File: config.mk
export PLATFORM = sky130hd
export DESIGN_NAME = key_debounce_pio
export DESIGN_NICKNAME = d
export VERILOG_FILES = /design/src/rtl/key_pio_pkg.sv /design/src/rtl/key_debounce_bit.sv /design/src/rtl/key_debounce_pio.sv
export SDC_FILE = /design/constraint.sdc
export NUM_CORES = 1
export LEC_CHECK = 0
export CORE_AREA = 2 2 99 101
export DETAILED_ROUTE_END_ITERATION = 8
export DIE_AREA = 0 0 101 103
export PLACE_DENSITY = 0.79
export SYNTH_ARGS = -nofsm -noshare
export SYNTH_HDL_FRONTEND = slang
export SYNTH_SLANG_ARGS = --single-unit
File: constraint.sdc
create_clock -name clk -period 2.7 [get_ports clk]
set_input_delay 0.54 -clock clk [delete_from_list [all_inputs] [get_ports clk]]
set_output_delay 0.54 -clock clk [all_outputs]
set_load 0.005 [all_outputs]
File: src/rtl/key_pio_pkg.sv
// Register map and key polarity shared by the debounced pushbutton PIO.
package key_pio_pkg;

  localparam logic [1:0] ADDR_DATA    = 2'd0;
  localparam logic [1:0] ADDR_RSVD    = 2'd1;
  localparam logic [1:0] ADDR_IRQMASK = 2'd2;
  localparam logic [1:0] ADDR_EDGE    = 2'd3;

  // DE2 keys pull low when pressed, so an idle pin reads 1.
  localparam logic KEY_RELEASED = 1'b1;

endpackage

File: src/rtl/key_debounce_bit.sv
// One pushbutton: two-flop synchronizer, stability counter, accepted level
// and a single-cycle pulse on each accepted press.
module key_debounce_bit
  import key_pio_pkg::*;
#(
  parameter int DEBOUNCE_CYCLES = 500000
) (
  input  logic clk,
  input  logic reset_n,
  input  logic i_key_n,
  output logic o_level,
  output logic o_press_pulse
);

  localparam int CNT_W = $clog2(DEBOUNCE_CYCLES);
  localparam logic [CNT_W-1:0] LAST_COUNT = CNT_W'(DEBOUNCE_CYCLES - 1);

  logic             r_sync1;
  logic             r_sync2;
  logic             r_stable;
  logic [CNT_W-1:0] r_count;
  logic             r_level;
  logic             r_pulse;
  logic             w_pressed;

  assign w_pressed = (r_stable != KEY_RELEASED);

  always_ff @(posedge clk) begin
    if (!reset_n) begin
      r_sync1 <= KEY_RELEASED;
      r_sync2 <= KEY_RELEASED;
    end else begin
      r_sync1 <= i_key_n;
      r_sync2 <= r_sync1;
    end
  end

  // Any sample that agrees with the accepted level restarts the count.
  always_ff @(posedge clk) begin
    if (!reset_n) begin
      r_stable <= KEY_RELEASED;
      r_count  <= '0;
    end else if (r_sync2 != r_stable) begin
      if (r_count == LAST_COUNT) begin
        r_stable <= r_sync2;
        r_count  <= '0;
      end else begin
        r_count <= r_count + CNT_W'(1);
      end
    end else begin
      r_count <= '0;
    end
  end

  // Pulse is registered alongside the level so both rise on the same edge.
  always_ff @(posedge clk) begin
    if (!reset_n) begin
      r_level <= 1'b0;
      r_pulse <= 1'b0;
    end else begin
      r_level <= w_pressed;
      r_pulse <= w_pressed && !r_level;
    end
  end

  assign o_level       = r_level;
  assign o_press_pulse = r_pulse;

endmodule

File: src/rtl/key_debounce_pio.sv
// Debounced pushbutton bank behind a PIO-compatible Avalon-MM slave with
// data, interrupt mask and write-1-to-clear edge capture registers.
module key_debounce_pio
  import key_pio_pkg::*;
#(
  parameter int NUM_KEYS        = 4,
  parameter int DEBOUNCE_CYCLES = 500000
) (
  input  logic                clk,
  input  logic                reset_n,
  input  logic [NUM_KEYS-1:0] key_n_in,
  input  logic [1:0]          avs_address,
  input  logic                avs_read,
  input  logic                avs_write,
  input  logic [31:0]         avs_writedata,
  output logic [31:0]         avs_readdata,
  output logic                irq,
  output logic [NUM_KEYS-1:0] key_level,
  output logic [NUM_KEYS-1:0] key_press_pulse
);

  logic [NUM_KEYS-1:0] w_level;
  logic [NUM_KEYS-1:0] w_pulse;
  logic [NUM_KEYS-1:0] w_clear;
  logic [NUM_KEYS-1:0] r_irqmask;
  logic [NUM_KEYS-1:0] r_edgecap;
  logic [31:0]         r_readdata;
  logic [31:0]         w_rdata;
  logic                w_wr_mask;
  logic                w_unused_wdata;

  for (genvar i = 0; i < NUM_KEYS; i++) begin : g_key
    key_debounce_bit #(
      .DEBOUNCE_CYCLES(DEBOUNCE_CYCLES)
    ) u_bit (
      .clk          (clk),
      .reset_n      (reset_n),
      .i_key_n      (key_n_in[i]),
      .o_level      (w_level[i]),
      .o_press_pulse(w_pulse[i])
    );
  end

  assign w_wr_mask      = avs_write && (avs_address == ADDR_IRQMASK);
  assign w_clear        = (avs_write && (avs_address == ADDR_EDGE)) ?
                          avs_writedata[NUM_KEYS-1:0] : '0;
  assign w_unused_wdata = ^avs_writedata;

  always_comb begin
    w_rdata = '0;
    case (avs_address)
      ADDR_DATA:    w_rdata[NUM_KEYS-1:0] = w_level;
      ADDR_RSVD:    w_rdata = '0;
      ADDR_IRQMASK: w_rdata[NUM_KEYS-1:0] = r_irqmask;
      ADDR_EDGE:    w_rdata[NUM_KEYS-1:0] = r_edgecap;
      default:      w_rdata = '0;
    endcase
  end

  // A new press is ORed in after the clear so it is never lost to a W1C.
  always_ff @(posedge clk) begin
    if (!reset_n) begin
      r_irqmask  <= '0;
      r_edgecap  <= '0;
      r_readdata <= '0;
    end else begin
      if (w_wr_mask) begin
        r_irqmask <= avs_writedata[NUM_KEYS-1:0];
      end
      r_edgecap <= (r_edgecap & ~w_clear) | w_pulse;
      if (avs_read) begin
        r_readdata <= w_rdata;
      end
    end
  end

  assign avs_readdata    = r_readdata;
  assign irq             = |(r_edgecap & r_irqmask);
  assign key_level       = w_level;
  assign key_press_pulse = w_pulse;

endmodule

==> results.toml, run 1 <==
[synth]
yosysTopAreaCell = "dfxtp_1"
synthTopCellsByArea = "dfxtp_1 45%, xnor2_1 6.5%, buf_4 5.7%"
seq_area_frac_synth_pct = 44.6
yosys_warnings = 0
yosysUniqueCellTypes = 47
ys_ff_latch = 108
async_flop_share_pct = 0
syn_inst = 535
yosys_most_used_dff = "dfxtp_1"
yosysMostFrequentCell = "dfxtp_1"
yosysTopAreaCellShare_pct = 44.6
netlist_top_cells_count = "108 x dfxtp_1, 74 x nor2_1, 37 x buf_4, 36 x xnor2_1, 29 x nand2_1"
synth_edf_count = 0
syn_area_um2 = 4850
syn_area_per_cell_um2 = 9.07

[final_layout]
final_nets = 599
layout-area-overhead-vs-synth_pct = 7.84
fin_util_pct = 55.3
drive_above_1_share_pct = 5.91
diodes = 0
fin_cells = 672
fin_area_um2 = 5230

[routing]
viasPerCell = 5.22
drc = 0
ant_nets = 0
wl_um = 8420
drtIter0Drc = 76
vias = 3508
dr.pass1.iters = 4
wl_per_cell_um = 12.5

[worst_setup_path]
path_class = "reg2reg"
endpoint_kind = "flip-flop"
crit_chain = "ha_1 > nand3_1 > or2_2 > o21bai_1 > nor2_1"
worstPathMaxFanout = 15
cp_num_buf_inv = 0
start_kind = "flip-flop"
required_ns = 2.91
cpLargestDelayFamily = "compound AO/OA/AOI/OAI gates"
critPathMaxStageDelay_ns = 0.83
crit_arrival_ns = 2.44
critPathSlowestCell = "o21bai_1"
r2r_slack_ns = 0.47

[grt]
grt_max_degree = 20
grt_pass1_wl_um = 13900
overflow = 0
grt_usage_pct = 16.6
antenna_found_initial = 0
grt_pass1_vias = 3254

[timing]
tns_ns = 0
hold_viol_final = 0
setup_viol = 0
drv_slew = 0
fin_crit_sh_pct = 82.4
fin_ws_ns = 0.475
slew_headroom_pct = 29.8
hold-worst-slack_ns = 0.423
fin_worst_skew_ns = 0.0153
tightestPinTransition_ns = 1.05
fmaxAchievable_ghz = 0.449
period_minus_slack_ns = 2.23
rsz0062_at_grt = "no"

[floorplanning]
dieHeight_um = 103
core_area_um2 = 9460
start_util_pct = 51.3
num_rows = 36
ioPinCount = 83
die_w_um = 101
die_area_um2 = 10400

[clock_tree]
ctsHoldBuffers = 0
cts.repair.resized = 0
clkTransAtPathRegs_ns = 0.11
cts_tree = "done"
cts_max_level = 3
cts_buffers = 9
post_cts_buffers = 0
cts-root-buf = "clkbuf_8"
cts_buffer_depth = 2
cts_num_sinks = 108
insertion_delay_ns = 0.37

[power]
total_power_mw = 2.62
max-vdd-ir-drop_uv = 328
p_per_area_nw_per_um2 = 500
p_leak_nw = 1.66

[placement]
numPortBuffers = 26
dp_hpwl_um = 6010
pre_cts_ws_ns = 0.430
place.gp.congestion = 0.903
place_area_um2 = 5050
dp_cells = 656

[outcome]
status = "completed"

[min_path]
hold_class = "reg2reg"

[flow_run]
max-cap-violations = 0
-- cells in the final DEF, fill, tap and decap left out, types with 3 or more instances in the layout --
master / instances
dfxtp_1: 108
nor2_1: 74
xnor2_1: 36
nand2_1: 29
conb_1: 28
nand4_1: 26
clkdlybuf4s50_1: 26
xor2_1: 24
nand3_1: 23
nor2b_1: 19
nor4_1: 16
a21oi_1: 15
inv_1: 14
nor3_1: 13
mux2i_1: 9
clkbuf_8: 9
o21ai_0: 8
nand2b_1: 8
or3_1: 7
a22oi_1: 6
or4_1: 5
and4_1: 5
mux2_2: 4
o211a_1: 4
ha_1: 4
or2_2: 3
nor4b_1: 3
buf_4: 3
-- registers in the layout (all words and copies together), names as in the netlist --
register and flops:
g_key.u_bit.r_count 76, avs_readdata 4, g_key.u_bit.o_level 4, g_key.u_bit.o_press_pulse 4
g_key.u_bit.r_stable 4, g_key.u_bit.r_sync1 4, g_key.u_bit.r_sync2 4, r_edgecap 4
r_irqmask 4
-- kinds of logic after synthesis --
logic type               after synthesis  share of synthesized area, %
adder cells (fa/ha/maj)                4                          1.03
XOR/XNOR                              60                          10.8
AND/OR/NAND/NOR                      244                          26.6
buffers and inverters                 63                          7.92
AO/OA/AOI/OAI                         42                          6.16
flip-flops                           108                          44.6
other                                  1                        0.0773
multiplexers                          13                          2.78
-- worst paths after layout --
check                       startpoint                    endpoint  cells after the start
max          g_key[2].u_bit.r_count[0]  g_key[2].u_bit.r_count[16]                      5
min             g_key[1].u_bit.r_sync1      g_key[1].u_bit.r_sync2                      1
max reg2reg  g_key[2].u_bit.r_count[0]  g_key[2].u_bit.r_count[16]                      5
min reg2reg     g_key[1].u_bit.r_sync1      g_key[1].u_bit.r_sync2                      1
-- layout make-up --
| cell class | count | area [um2] |
|---|---|---|
| Clock buffer | 10 | 128 |
| Clock inverter | 6 | 57.6 |
| Fill cell | 854 | 4230 |
| Inverter | 14 | 52.6 |
| Multi-Input combinational cell | 391 | 2410 |
| Sequential cell | 108 | 2160 |
| Tap cell | 114 | 143 |
| Timing Repair Buffer | 29 | 283 |
-- worst reg2reg max path, stage by stage (launching register included) --
cell	delay, ns
dfxtp_1	0.38
ha_1	0.23
nand3_1	0.17
or2_2	0.34
o21bai_1	0.83
nor2_1	0.12
-- power by group --
group	leakage (nW)	switching, mW	internal, mW
combinational	0.696	0.0431	0.0421
clock	0.0920	0.564	0.355
sequential	0.873	0.00690	1.60
total	1.66	0.614	2.00
-- routing by layer --
| layer | global-route usage, % | part of all wire, % | wire (um) | vias to the layer above |
|---|---|---|---|---|
| met1 | 19.1 | 45 | 3810 | 1635 |
| li1 | - | - | - | 1819 |
| met5 | 0 | 0 | 0 | - |
| met3 | 5.49 | 3.3 | 274 | 8 |
| met2 | 29.5 | 51 | 4260 | 46 |
| met4 | 5.09 | 1.0 | 85 | 0 |
Power figures use the tool's default switching activity.
==> run 2, diff against run 1 <==
CORE_AREA = 2 2 104 106   (was 2 2 99 101)
DIE_AREA = 0 0 106 108   (was 0 0 101 103)
PLACE_DENSITY = 0.75   (was 0.79)
clock period = 1.85 ns   (was 2.7 ns; I/O delays follow)
==> results.toml, run 2 (synthesized netlist as in run 1, its figures left out) <==
[routing]
wl_per_cell_um = 12.3
vias = 3718
wl_um = 9000
viasPerCell = 5.09
ant_nets = 0
drtIter0Drc = 151
drc = 0
dr.pass1.iters = 4

[clock_tree]
cts-root-buf = "clkbuf_8"
insertion_delay_ns = 0.36
cts_buffers = 9
post_cts_buffers = 0
cts_tree = "done"
cts_max_level = 3
clkTransAtPathRegs_ns = 0.10
cts_buffer_depth = 2
cts_num_sinks = 108

[timing]
hold_viol_final = 0
fin_ws_ns = -0.0242
hold-worst-slack_ns = 0.419
fin_worst_skew_ns = 0.00880
rsz0062_at_grt = "yes"
fin_crit_sh_pct = 101
period_minus_slack_ns = 1.87
drv_slew = 0
fmaxAchievable_ghz = 0.534
setup_viol = 17

[final_layout]
largest_reg_flops = 76
fillCellCount = 921
most-common-layout-cells = "105 x dfxtp_1, 74 x nor2_1, 39 x buf_4"
fin_area_um2 = 5630
final_nets = 636
drive_above_1_share_pct = 12.9
fin_cells = 731
mostFrequentLayoutCell = "dfxtp_1"
largest_register = "g_key.u_bit.r_count"
layout-area-overhead-vs-synth_pct = 16.0
diodes = 0

[placement]
dp_cells = 715
pre_cts_ws_ns = -0.0211
place_area_um2 = 5380
numPortBuffers = 26
place.gp.congestion = 0.820
dp_hpwl_um = 6710

[floorplanning]
die_w_um = 106
core_area_um2 = 10200
start_util_pct = 47.4
dieHeight_um = 108
ioPinCount = 83
die_area_um2 = 11400
num_rows = 37

[power]
p_leak_nw = 1.89
p_per_area_nw_per_um2 = 727
p_comb_share_pct = 3.3
power_frac_seq_pct = 57.5
power.switching_mw = 0.834
max-vdd-ir-drop_uv = 559
clkPwrFrac_pct = 39.3
switching_share_pct = 20.4
internal_power_mw = 3.26
total_power_mw = 4.09

[worst_setup_path]
endpoint_kind = "flip-flop"
required_ns = 2.11
path_class = "reg2reg"
crit_arrival_ns = 2.14
start_kind = "flip-flop"
r2r_slack_ns = -0.02
worstPathMaxFanout = 17

[grt]
overflow = 0
antenna_found_initial = 0
grt_pass1_wl_um = 15000
grt_max_degree = 18
grt_usage_pct = 16.1
grt_pass1_vias = 3465

[outcome]
violations = "setup timing"
status = "finished with violations"

[min_path]
hold_class = "reg2reg"

[flow_run]
max-cap-violations = 0
==> run 2: changes by cell type in the layout (fill, tap and decap cells not counted), moves of 2 or more <==
cell       change
dfxtp_2        +3
clkbuf_8       +2
buf_4         +36
bufinv_16      +2
dfxtp_1        -3
==> run 2: final timing paths <==
path,startpoint,to,cells past startpoint
max,g_key[1].u_bit.r_count[14],g_key[1].u_bit.r_count[14],5
min,g_key[0].u_bit.r_sync1,g_key[0].u_bit.r_sync2,1
max reg2reg,g_key[1].u_bit.r_count[14],g_key[1].u_bit.r_count[14],5
min reg2reg,g_key[0].u_bit.r_sync1,g_key[0].u_bit.r_sync2,1
==> run 2: layout make-up <==
cell class	instances	area [um2]	share of cell area, %
sequential	108	2170	38.5
inverter	14	52.6	0.934
clock buffer	12	155	2.76
timing repair buffer	66	576	10.2
tap	136	170	3.02
clock inverter	4	77.6	1.38
multi-input combinational	391	2430	43.2
==> run 2: timing repair <==
item,4_1_cts,5_1_grt
hold buffers,0,0
resized for setup,0,6
setup endpoints to repair,18,21
pin swaps,0,1
==> run 2: per-stage QoR <==
step / TNS, ns / utilization, %
after floorplan: -0.333 / -
after global placement: -0.0172 / 52.6
after detailed placement: -0.124 / 52.6
after CTS: -0.376 / 54.9
after global routing: -0.974 / 55.0
final: -0.237 / 55.0
==> run 2: power groups by stage <==
| stage | registers (mW) | logic (mW) | clock network [mW] |
|---|---|---|---|
| after detailed placement | 2.40 | 0.134 | 0 |
| after global routing | 2.35 | 0.151 | 1.74 |
| after floorplan | 2.40 | 0.115 | 0 |
| final | 2.35 | 0.134 | 1.61 |
| after CTS | 2.35 | 0.135 | 1.66 |
| after global placement | 2.40 | 0.132 | 0 |
==> run 2: per-layer routing <==
metal / global-route usage, % / share of wire [%] / vias up
met3: 4.04 / 3.3 / 14
met5: 0 / 0 / -
met1: 18.3 / 43 / 1749
met4: 5.73 / 1.9 / 0
met2: 29.5 / 52 / 63
li1: - / - / 1892
==> run 2: critical path, cell delays in order, from the launching register on <==
cell,delay (ns)
dfxtp_1,0.32
or4b_1,0.51
or4_4,0.55
o21bai_4,0.17
buf_12,0.16
nor2_1,0.06
==> run 3, diff against run 2 <==
SLEW_MARGIN = 20   (was not set)
==> results of run 3 <==
Same layout as run 2: the final DEF is identical, and so are final timing and power.
